==> src/rtl/feed_forward_input_layer_scheduler.sv <==
// rtl/feed_forward_input_layer_scheduler.sv - input-layer node sequencer (optional watchdog: SCHED_WATCHDOG_TIMEOUT_EN)
module feed_forward_input_layer_scheduler #(
  parameter int DATA_WIDTH     = 32,
  parameter int NUM_NODES      = 64,
  parameter int ADDR_WIDTH     = 8,
  parameter int IDX_WIDTH      = 6,
  parameter int TIMEOUT_CYCLES = 255
) (
  input  logic                  clk,
  input  logic                  rst_n,
  input  logic                  i_start,
  input  logic [DATA_WIDTH-1:0] i_state0,
  input  logic [DATA_WIDTH-1:0] i_state1,
  input  logic [DATA_WIDTH-1:0] i_state2,
  output logic                  o_weight_rd,
  output logic [ADDR_WIDTH-1:0] o_weight_addr,
  input  logic [DATA_WIDTH-1:0] i_weight,
  output logic                  o_node_valid,
  output logic [DATA_WIDTH-1:0] o_node_data,
  output logic [DATA_WIDTH-1:0] o_node_weight,
  input  logic                  i_result_valid,
  input  logic [DATA_WIDTH-1:0] i_result,
  output logic                  o_out_valid,
  output logic [DATA_WIDTH-1:0] o_out_data,
  output logic [IDX_WIDTH-1:0]  o_out_index,
  output logic                  o_busy,
  output logic                  o_done,
  output logic                  o_error
);

  typedef enum logic [1:0] {IDLE, ISSUE, DRAIN, DONE} state_t;

  localparam logic [ADDR_WIDTH-1:0] LAST_ADDR  = ADDR_WIDTH'(3 * NUM_NODES - 1);
  localparam logic [IDX_WIDTH:0]    NODE_COUNT = (IDX_WIDTH + 1)'(NUM_NODES);

  state_t                state;
  logic [DATA_WIDTH-1:0] st0, st1, st2;
  logic [1:0]            k;
  logic [IDX_WIDTH:0]    res_cnt;
  logic [DATA_WIDTH-1:0] sel_data;
  logic                  accept_result;

`ifdef SCHED_WATCHDOG_TIMEOUT_EN
  localparam int WD_W = $clog2(TIMEOUT_CYCLES + 1);
  localparam logic [WD_W-1:0] WD_LAST = WD_W'(TIMEOUT_CYCLES - 1);
  logic [WD_W-1:0] wd_cnt;
  logic            error_q;
  assign o_error = error_q;
`else
  logic unused_timeout;
  assign unused_timeout = ^TIMEOUT_CYCLES;
  assign o_error = 1'b0;
`endif

  // The RAM's own output register provides the pipeline stage for the weight;
  // gate it with the pair valid so it reads as zero when no pair is offered.
  assign o_node_weight = o_node_valid ? i_weight : '0;

  // Results only count while a pass is in flight.
  assign accept_result = i_result_valid && (state == ISSUE || state == DRAIN);

  // Pick the latched state element for the address currently being read.
  always_comb begin
    sel_data = '0;
    case (k)
      2'd0:    sel_data = st0;
      2'd1:    sel_data = st1;
      default: sel_data = st2;
    endcase
  end

  // Main sequencer: start latch, weight address walk, drain wait, completion.
  always_ff @(posedge clk or negedge rst_n) begin
    if (!rst_n) begin
      state         <= IDLE;
      st0           <= '0;
      st1           <= '0;
      st2           <= '0;
      k             <= 2'd0;
      o_weight_rd   <= 1'b0;
      o_weight_addr <= '0;
      o_busy        <= 1'b0;
      o_done        <= 1'b0;
`ifdef SCHED_WATCHDOG_TIMEOUT_EN
      wd_cnt        <= '0;
      error_q       <= 1'b0;
`endif
    end else begin
      o_done <= 1'b0;
      case (state)
        IDLE: begin
          if (i_start) begin
            st0           <= i_state0;
            st1           <= i_state1;
            st2           <= i_state2;
            k             <= 2'd0;
            o_weight_rd   <= 1'b1;
            o_weight_addr <= '0;
            o_busy        <= 1'b1;
            state         <= ISSUE;
`ifdef SCHED_WATCHDOG_TIMEOUT_EN
            wd_cnt        <= '0;
            error_q       <= 1'b0;
`endif
          end
        end
        ISSUE: begin
          if (o_weight_addr == LAST_ADDR) begin
            o_weight_rd <= 1'b0;
            state       <= DRAIN;
          end else begin
            o_weight_addr <= o_weight_addr + 1'b1;
            k             <= (k == 2'd2) ? 2'd0 : k + 2'd1;
          end
        end
        DRAIN: begin
          if (res_cnt == NODE_COUNT) begin
            o_done <= 1'b1;
            o_busy <= 1'b0;
            state  <= DONE;
          end
`ifdef SCHED_WATCHDOG_TIMEOUT_EN
          else if (!i_result_valid && wd_cnt == WD_LAST) begin
            error_q <= 1'b1;
            o_busy  <= 1'b0;
            state   <= IDLE;
          end else if (i_result_valid) begin
            wd_cnt <= '0;
          end else begin
            wd_cnt <= wd_cnt + 1'b1;
          end
`endif
        end
        DONE: state <= IDLE;
        default: state <= IDLE;
      endcase
    end
  end

  // Pair stage: valid and input element trail the weight read by one cycle.
  always_ff @(posedge clk or negedge rst_n) begin
    if (!rst_n) begin
      o_node_valid <= 1'b0;
      o_node_data  <= '0;
    end else begin
      o_node_valid <= o_weight_rd;
      if (o_weight_rd) begin
        o_node_data <= sel_data;
      end
    end
  end

  // Result tagging: register each accepted result with its node index.
  always_ff @(posedge clk or negedge rst_n) begin
    if (!rst_n) begin
      o_out_valid <= 1'b0;
      o_out_data  <= '0;
      o_out_index <= '0;
      res_cnt     <= '0;
    end else begin
      o_out_valid <= 1'b0;
      if (state == IDLE && i_start) begin
        res_cnt <= '0;
      end else if (accept_result) begin
        o_out_valid <= 1'b1;
        o_out_data  <= i_result;
        o_out_index <= res_cnt[IDX_WIDTH-1:0];
        res_cnt     <= res_cnt + 1'b1;
      end
    end
  end

endmodule
==> config.mk <==
export PLATFORM = sky130hd
export DESIGN_NAME = feed_forward_input_layer_scheduler
export DESIGN_NICKNAME = d
export VERILOG_FILES = /design/src/rtl/feed_forward_input_layer_scheduler.sv
export SDC_FILE = /design/constraint.sdc
export NUM_CORES = 1
export LEC_CHECK = 0
export BUFFER_PORTS_ARGS = -buffer_cell sky130_fd_sc_hd__buf_2
export CORE_MARGIN = 5
export CORE_UTILIZATION = 35
export CTS_CLUSTER_SIZE = 16
export DETAILED_ROUTE_END_ITERATION = 16
export GPL_TIMING_DRIVEN = 0
export MAX_ROUTING_LAYER = met4
export SLEW_MARGIN = 20
export SYNTH_ARGS = -nofsm -noshare
export SYNTH_HDL_FRONTEND = slang
export SYNTH_SLANG_ARGS = --single-unit
==> constraint.sdc <==
create_clock -name clk -period 1.7 [get_ports clk]
set_input_delay 0 -clock clk [delete_from_list [all_inputs] [get_ports clk]]
set_output_delay 0 -clock clk [all_outputs]
set_load 0.03 [all_outputs]
Yosys cells after proc, flatten, opt, wreduce, memory -nomap -nowiden:

Cells that the tools add are included.

* shifts and indexed selects: 0
* div/mod/pow operators: 0
* muxes and demuxes: 24
* eq/ne operators: 11
* reduce and logical (&&, ||, !) cells: 14
* magnitude comparators: 0
* bitwise operators: 1
* multipliers: 0
* add/sub/neg operators: 3

Operators with widths (number)
* case mux 32 bit (2 select lines): 1
* 2-to-1 mux 32 bit: 1
* 2-to-1 mux 8 bit: 2
* case mux 8 bit (2 select lines): 1
* 2-to-1 mux 7 bit: 2
* 2-to-1 mux 2 bit: 6
* AND reduction 3 bit: 4
* adder 8 x 1 -> 8 bit, second input constant: 1
* == test 8 bit, second input constant: 1
* case mux 2 bit (4 select lines): 1
* adder 7 x 1 -> 7 bit, second input constant: 1
* == test 7 bit, second input constant: 1
* 2-to-1 mux 1 bit: 7
* == test 2 bit, second input constant: 3
* nonzero test 2 bit: 3
* == test 2 x 1 -> 1 bit, second input constant: 2
* zero test 2 bit: 2
* != test 2 x 1 -> 1 bit, second input constant: 2
* != test 2 bit, second input constant: 2
* case mux 1 bit (2 select lines): 2
* case mux 2 bit (2 select lines): 1
* AND reduction 2 bit: 2
* adder 2 x 1 -> 2 bit, second input constant: 1
* logical AND 1 bit: 2
* 2 further kinds: 2

* memories: 0
* bits in latches: 0
* bits of input ports: 164
* output and inout port bits: 116
* memory bits (writable): 0
* word-level logic and storage cells: 68
* bits in read-only memories: 0
* register bits after elaboration: 190

Longest topological paths before layout:

Gate-level depths: netlist of run 1.

* depth after elaboration: 5
* mapped depth: 8
* depth with buffers taken out: 6

Least setup slack after synthesis of run 1:

Ideal clock, no wire load.

* path type: flip-flop to flip-flop
* start: reg state[0]
* end: reg o_out_data[22]
* arrival: 1699 ps
* cell stages (with the launch flop): 9
* buffers on the path: 3
* period minus slack after synthesis: 1824 ps
* path slack: -124 ps
* data required time: 1575 ps
* path through: dfrtp_1 > inv_1 > ha_1 > and2_1 > buf_2 > nor2_1 > buf_4 > buf_4 > mux2_2

* longest elaborated chain between the ends: 4

RTL lines
* start, declared: RTL line 36 `state_t state;`
* start signal, assigned: RTL line 75 `state <= IDLE;`
* start signal, assigned: RTL line 100 `state <= ISSUE;`
* start signal, assigned: RTL line 110 `state <= DRAIN;`
* == test 2 x 1 -> 1 bit (tied with other cells): RTL line 60 `assign accept_result = i_result_valid && (state == ISSUE || state == DRAIN);`
* logical OR 1 bit / logical AND 1 bit (equally long branches): RTL line 60, 162
* logical AND 1 bit / inverter 1 bit (equally long branches)
* AND reduction 2 bit (no line) (*)
* end signal, assigned: RTL line 166 `o_out_data <= i_result;`
* end, declared: RTL line 24 `output logic [DATA_WIDTH-1:0] o_out_data,`

Mark *: on every way between the ends. The rest lies on a longest branch, timed or not.
A chain may end at the register's enable or synchronous reset.

Worst setup path after layout of run 1:

* start: reg state[0]
* end: reg o_weight_addr[4]

* longest elaborated chain between the ends: 3

RTL lines
* == test 2 x 1 -> 1 bit / zero test 2 bit (equally long branches): RTL line 90 `case (state)`
* != test 2 bit (no line) / nonzero test 2 bit (equally long branches)
* AND reduction 3 bit (no line)
* end signal, assigned: RTL line 112 `o_weight_addr <= o_weight_addr + 1'b1;`
* end, declared: RTL line 16 `output logic [ADDR_WIDTH-1:0] o_weight_addr,`

Parallel ways exist; a longest one is shown, timed or not.

==> flow_summary.yaml, run 1 <==
route:
  drt_iter0_markers: 251
  dr.max_layer_used: "met4"
  first_pass_iters: 4
  drt.antenna.violating_nets: 0
  drt-met1-wl_mm: 11.8
  route.vias.total: 7292
  wirelength_mm: 26.2
  wl_per_cell_microns: 16.3
  drc_errors: 0
  routed-wl-met2_mm: 12.6
  met3RoutedLength_mm: 1.54
  vias_per_cell: 4.55
clock_network:
  cts.sinks: 190
  max-clock-path-buffers: 2
  cts_htree_levels: 4
  root_buffer: "clkbuf_16"
  clk_pin_slew_worst_paths_ns: 0.08
  clock_latency_ns: 0.43
  cts_tree: "yes"
  numCtsBuffers: 17
logic_synthesis:
  syn_avg_cell_area_sq_um: 10.0
  yosys_warnings: 0
  seq_area_frac_synth_pct: 57.5
  yosys.area.top_type: "dfrtp_1"
  yosys.area.top_type_share_pct: 57.5
  synth_area_leaders: "dfrtp_1 (58%), nand2_1 (16%), mux2_2 (9.5%)"
  syn_inst: 826
  synthDistinctLibCells: 37
  syn_nets: 996
  ys_ff_latch: 190
  synth.cell_area_sq_um: 8260
floorplan:
  die_area_sq_um: 26800
  fp.dieH_microns: 164
  num_rows: 56
  dieWidth_microns: 164
  core_sq_um: 23300
  ioPinCount: 280
  initial_utilization_pct: 35.4
global_routing:
  grt_pass1_wl_mm: 41.0
  grt_usage_pct: 20.1
  grt_overflow: 0
  antenna_found_initial: 1
  grt_max_degree: 83
  grt_pass1_vias: 7676
layout:
  multi_input_area_sq_um: 3410
  final_net_count: 1442
  fillers: 2093
  final_cells: 1604
  final_core_util_pct: 53.5
  syn_to_final_growth_pct: 51.1
  seq_area_sq_um: 4760
  drive_gt1_share_pct: 35.8
timing:
  rsz0062_at_grt: "true"
  hold_violations: 0
  fin_crit_ns: 1.69
  fin_skew_ns: 0.0121
  max_freq_mhz: 590
  max-slew-margin-rel_pct: 61.9
  min_period_over_period_pct: 99.7
  tightest_slew_ns: 0.572
  slew_violations: 0
  setup_viol: 0
  finalWorstSetupSlack_ns: 0.00548
worst_setup_path:
  cp_slowest_stage_delay_ns: 0.41
  arrival_ns: 2.06
  worstPathRequired_ns: 2.07
  worstSetupStartpointType: "flip-flop"
  cp_max_fo: 4
  crit_chain: "inv_2 -> ha_4 -> buf_4 -> or2_4 -> o311ai_4 -> buf_6 -> or4_1 -> nand3_1"
  crit_slowest_cell: "or4_1"
  worst-setup-path-type: "reg -> reg"
  endpoint_kind: "flip-flop"
outcome:
  run_status: "completed"
power_and_ir_drop:
  power.density_nw_per_um2: 868
  ir_drop_mv: 0.621
  power.leakage_nw: 6.87
job:
  drv_cap: 0
placed_design:
  place.gp.congestion: 0.780
  dp_slack_ns: -0.523
  port-buffer-count: 278
  place_hpwl_mm: 17.7
  dp.cells: 1425
hold_path:
  holdCritPathClass: "in -> async"
==> layout by cell type, fill, tap and decap left out, drive strengths merged, types with 4 or more instances in the layout <==
master and count:
or4 4, buf 317, and2 34, xnor2 5
ha 6, nand2 345, inv 9, nand3 9
o21ai 37, mux2i 33, bufinv 4, clkbuf 47
mux2 71, dfrtp 190, dlygate4sd3 130, nor2 14
==> critical path: cells and delay by family (launching register included) <==
kind / cells / cell delay (ns)
compound gates: 1 / 0.11
fa+ha+maj: 1 / 0.16
buf+inv: 3 / 0.36
simple gates: 3 / 0.63
flops: 1 / 0.39
==> cell families (layout without fill, tap and decap cells) <==
kind of cell               count (synthesis)  in the layout  share of synthesized area (%)
AOI/OAI and AO/OA                         48             48                           3.63
xor gates and xnor gates                   6              6                          0.636
adders and majority gates                  6              6                          0.909
buffers and inverters                     52            510                           2.64
DFF                                      190            190                           57.5
muxes                                    104            104                           13.7
other                                      1              2                         0.0454
and+or+nand+nor                          419            419                           20.9
==> power by group <==
group / internal [mW] / total [mW] / switching [mW] / leakage, nW
clock: 2.56 / 4.37 / 1.81 / 0.305
combinational: 0.780 / 1.55 / 0.775 / 4.04
sequential: 4.74 / 4.90 / 0.167 / 2.53
==> synthesized netlist by cell type (all sizes together) <==
library cell,count
nand2,345
or2b,1
a211o,1
nor3,3
nor2,14
and3,3
and2,34
nand3,9
or4,4
nand2b,1
o311ai,1
xnor2,5
nand4b,1
conb,1
clkbuf,26
xor2,1
o2bb2ai,1
ha,6
or2,2
dfrtp,190
a21bo,1
nand3b,2
mux2i,33
o31ai,1
a21oi,1
o21ai,37
o221ai,2
mux2,71
inv,5
o211ai,3
buf,21
==> flip-flops by register name (all words and copies together), names as in the netlist, 2 cells and up <==
register       cells
k                  2
o_node_data       32
o_out_data        32
o_out_index        6
o_weight_addr      8
res_cnt            7
st0               32
st1               32
st2               32
state              2
==> final timing paths <==
kind	startpoint	end	slack (ns)	cells after the start
min reg2reg	o_weight_rd	o_node_valid	0.43	0
max	state[0]	o_weight_addr[4]	0.005	8
max reg2reg	state[0]	o_weight_addr[4]	0.005	8
min	rst_n	st1[25]	0.03	2
max in group asynchronous	rst_n	st2[5]	0.92	3
min in group clk	i_start	o_busy	0.05	4
==> what timing repair did <==
action / CTS / global route
gates cloned: 1 / 0
buffers inserted: 10 / 9
hold buffers: 130 / 0
endpoints found under the setup margin: 182 / 112
gates resized for setup: 64 / 24
hold endpoints to repair: 320 / 0
pin swaps: 3 / 9
==> per-layer routing <==
layer	vias to the layer above	GRT usage, %
met3	22	4.67
li1	3565	-
met4	0	4.38
met1	3492	26.2
met5	-	-
met2	213	32.2
==> area by class of cell <==
type | count | share of cell area [%]
Clock buffer | 20 | 3.66
Multi-Input combinational cell | 584 | 27.3
Sequential cell | 190 | 38.1
Inverter | 5 | 0.150
Antenna cell | 1 | 0.0200
Tap cell | 319 | 3.20
Timing Repair Buffer | 430 | 23.8
Buffer | 44 | 2.31
Clock inverter | 11 | 1.42
==> per-stage QoR <==
step / setup TNS [ns] / hold slack (ns) / total power [mW] / cell area, sq um
floorplan: 0 / -0.296 / 5.60 / 8280
global placement: -547.06 / 0.193 / 6.14 / 10100
detailed placement: -40.94 / -0.107 / 6.17 / 10100
CTS: -0.810 / 0.0215 / 10.9 / 12400
global route: -1.29 / 0.0288 / 11.3 / 12500
finish: 0 / 0.0254 / 10.8 / 12500
Power figures use the tool's default switching activity.
==> run 2: changes to the inputs <==
CORE_ASPECT_RATIO = 1.25   (was unset)
SKIP_CTS_REPAIR_TIMING = 1   (was unset)
==> run 2 against run 1 <==
- the run now ends with setup timing left
- sequential power about the same
- wire length barely moved
- global-route usage shrank 1.8 points
- cell count down 1.6%
- non-clock buffer count up 4
- combinational power grew 4%
- hold slack improved by 0.035 ns
- first-iteration DRC count rose by 6.0%
- critical endpoint is now o_out_data[21]
==> flow_summary.yaml, run 2 (same netlist as run 1, synthesis figures left out) <==
placed_design:
  port-buffer-count: 278
  dp.cells: 1394
  place_hpwl_mm: 17.7
  place.gp.congestion: 0.820
  dp_slack_ns: -0.537
worst_setup_path:
  crit_slowest_cell: "dfrtp_1"
  crit_chain: "inv_2 -> ha_4 -> and2_4 -> buf_8 -> nor2_4 -> buf_4 -> clkbuf_16 -> mux2_2"
  cp_slowest_stage_delay_ns: 0.40
  worst-setup-path-type: "reg -> reg"
  worstPathRequired_ns: 2.02
  arrival_ns: 2.10
  cp_max_fo: 5
  endpoint_kind: "flip-flop"
  worstSetupStartpointType: "flip-flop"
clock_network:
  root_buffer: "clkbuf_16"
  cts_htree_levels: 4
  max-clock-path-buffers: 2
  cts_tree: "yes"
  cts.sinks: 190
  numCtsBuffers: 17
  clock_latency_ns: 0.43
  clk_pin_slew_worst_paths_ns: 0.08
layout:
  final_cell_mix: "nand2_1 (343), buf_2 (283), dfrtp_1 (186)"
  syn_to_final_growth_pct: 51.4
  drive_gt1_share_pct: 36.0
  final_common_cell: "nand2_1"
  final_cells: 1579
  final_net_count: 1447
route:
  first_pass_iters: 4
  wl_per_cell_microns: 16.6
  route.vias.total: 7321
  drt_iter0_markers: 266
  vias_per_cell: 4.64
  drt.antenna.violating_nets: 0
  wirelength_mm: 26.2
  drc_errors: 0
global_routing:
  grt_max_degree: 76
  antenna_found_initial: 0
  grt_overflow: 0
  grt_usage_pct: 18.3
  grt_pass1_wl_mm: 37.6
  grt_pass1_vias: 7043
floorplan:
  fp.dieH_microns: 182
  num_rows: 62
  initial_utilization_pct: 35.7
  die_area_sq_um: 26800
  dieWidth_microns: 147
  ioPinCount: 280
  core_sq_um: 23100
timing:
  max-slew-margin-rel_pct: 58.9
  min_period_over_period_pct: 104
  rsz0062_at_grt: "true"
  fin_hold_ws_ns: 0.0607
  max_freq_mhz: 565
  fin_crit_ns: 1.77
  finalWorstSetupSlack_ns: -0.0703
  slew_violations: 0
  fin_skew_ns: 0.0118
  setup_viol: 42
  hold_violations: 0
  tightest_slew_ns: 0.617
job:
  drv_cap: 0
outcome:
  run_status: "finished with violations"
  violations: "setup timing"
power_and_ir_drop:
  power.leakage_nw: 6.92
  power.density_nw_per_um2: 860
  finalPower_mw: 10.8
  ir_drop_mv: 0.676
hold_path:
  holdCritPathClass: "in -> reg"
## run 2: cell count changes in the layout (fill, tap and decap cells not counted), moves of 3 or more
cell	before	now
buf_8	3	6
mux2_4	15	19
inv_8	1	5
clkbuf_1	9	12
clkbuf_8	4	0
mux2_2	56	52
clkbuf_16	17	20
buf_4	18	24
clkbuf_4	5	1
## run 2: where the power goes
group          total, mW  switching, mW  leakage (nW)  internal [mW]
logic               1.61          0.786          4.08          0.819
clock network       4.24           1.98         0.299           2.26
registers           4.90          0.168          2.53           4.73
## run 2: through the flow
stage                     setup TNS, ns  util (%)  instance area, sq um
after CTS                        -47.96      46.4                 10700
after floorplan                       0         -                  8280
after global routing              -3.64      54.1                 12500
after detailed placement         -44.75      43.7                 10100
after global placement          -551.87      43.4                 10000
final                             -1.20      54.1                 12500
## run 2: final cells by class
class	instances	area, sq um
repair buffers	431	2980
well taps	288	360
clock inverters	15	199
multi-input cells	585	3450
fillers	2048	10600
inverters	5	18.8
flip-flops and latches	190	4760
plain buffers	47	315
clock buffers	17	425
diodes	1	2.50
## run 2: layer usage
| layer | routed length, microns | GRT usage (%) | part of all wire (%) |
|---|---|---|---|
| met3 | 1240 | 4.76 | 4.7 |
| met2 | 13400 | 30.0 | 51 |
| met1 | 11200 | 22.8 | 43 |
| met4 | 370 | 4.63 | 1.4 |
| met5 | 0 | - | 0 |
## run 2: worst max-delay path: cells and delay by family (launching register included)
kind | cells | cell delay (ns)
adder cells (fa/ha/maj) | 1 | 0.17
AND/OR/NAND/NOR | 2 | 0.28
flip-flops | 1 | 0.40
buffers and inverters | 4 | 0.49
multiplexers | 1 | 0.32
## run 2: worst paths after layout
kind / start / end / slack (ns) / cells after the start
worst max-delay path: state[1] / o_out_data[21] / -0.07 / 8
worst min-delay path: i_start / o_busy / 0.06 / 4
worst max register to register: state[1] / o_out_data[21] / -0.07 / 8
worst min register to register: st0[23] / st0[23] / 0.48 / 2
max in group asynchronous: rst_n / res_cnt[4] / 0.92 / 3
min in group asynchronous: rst_n / st0[2] / 0.07 / 2
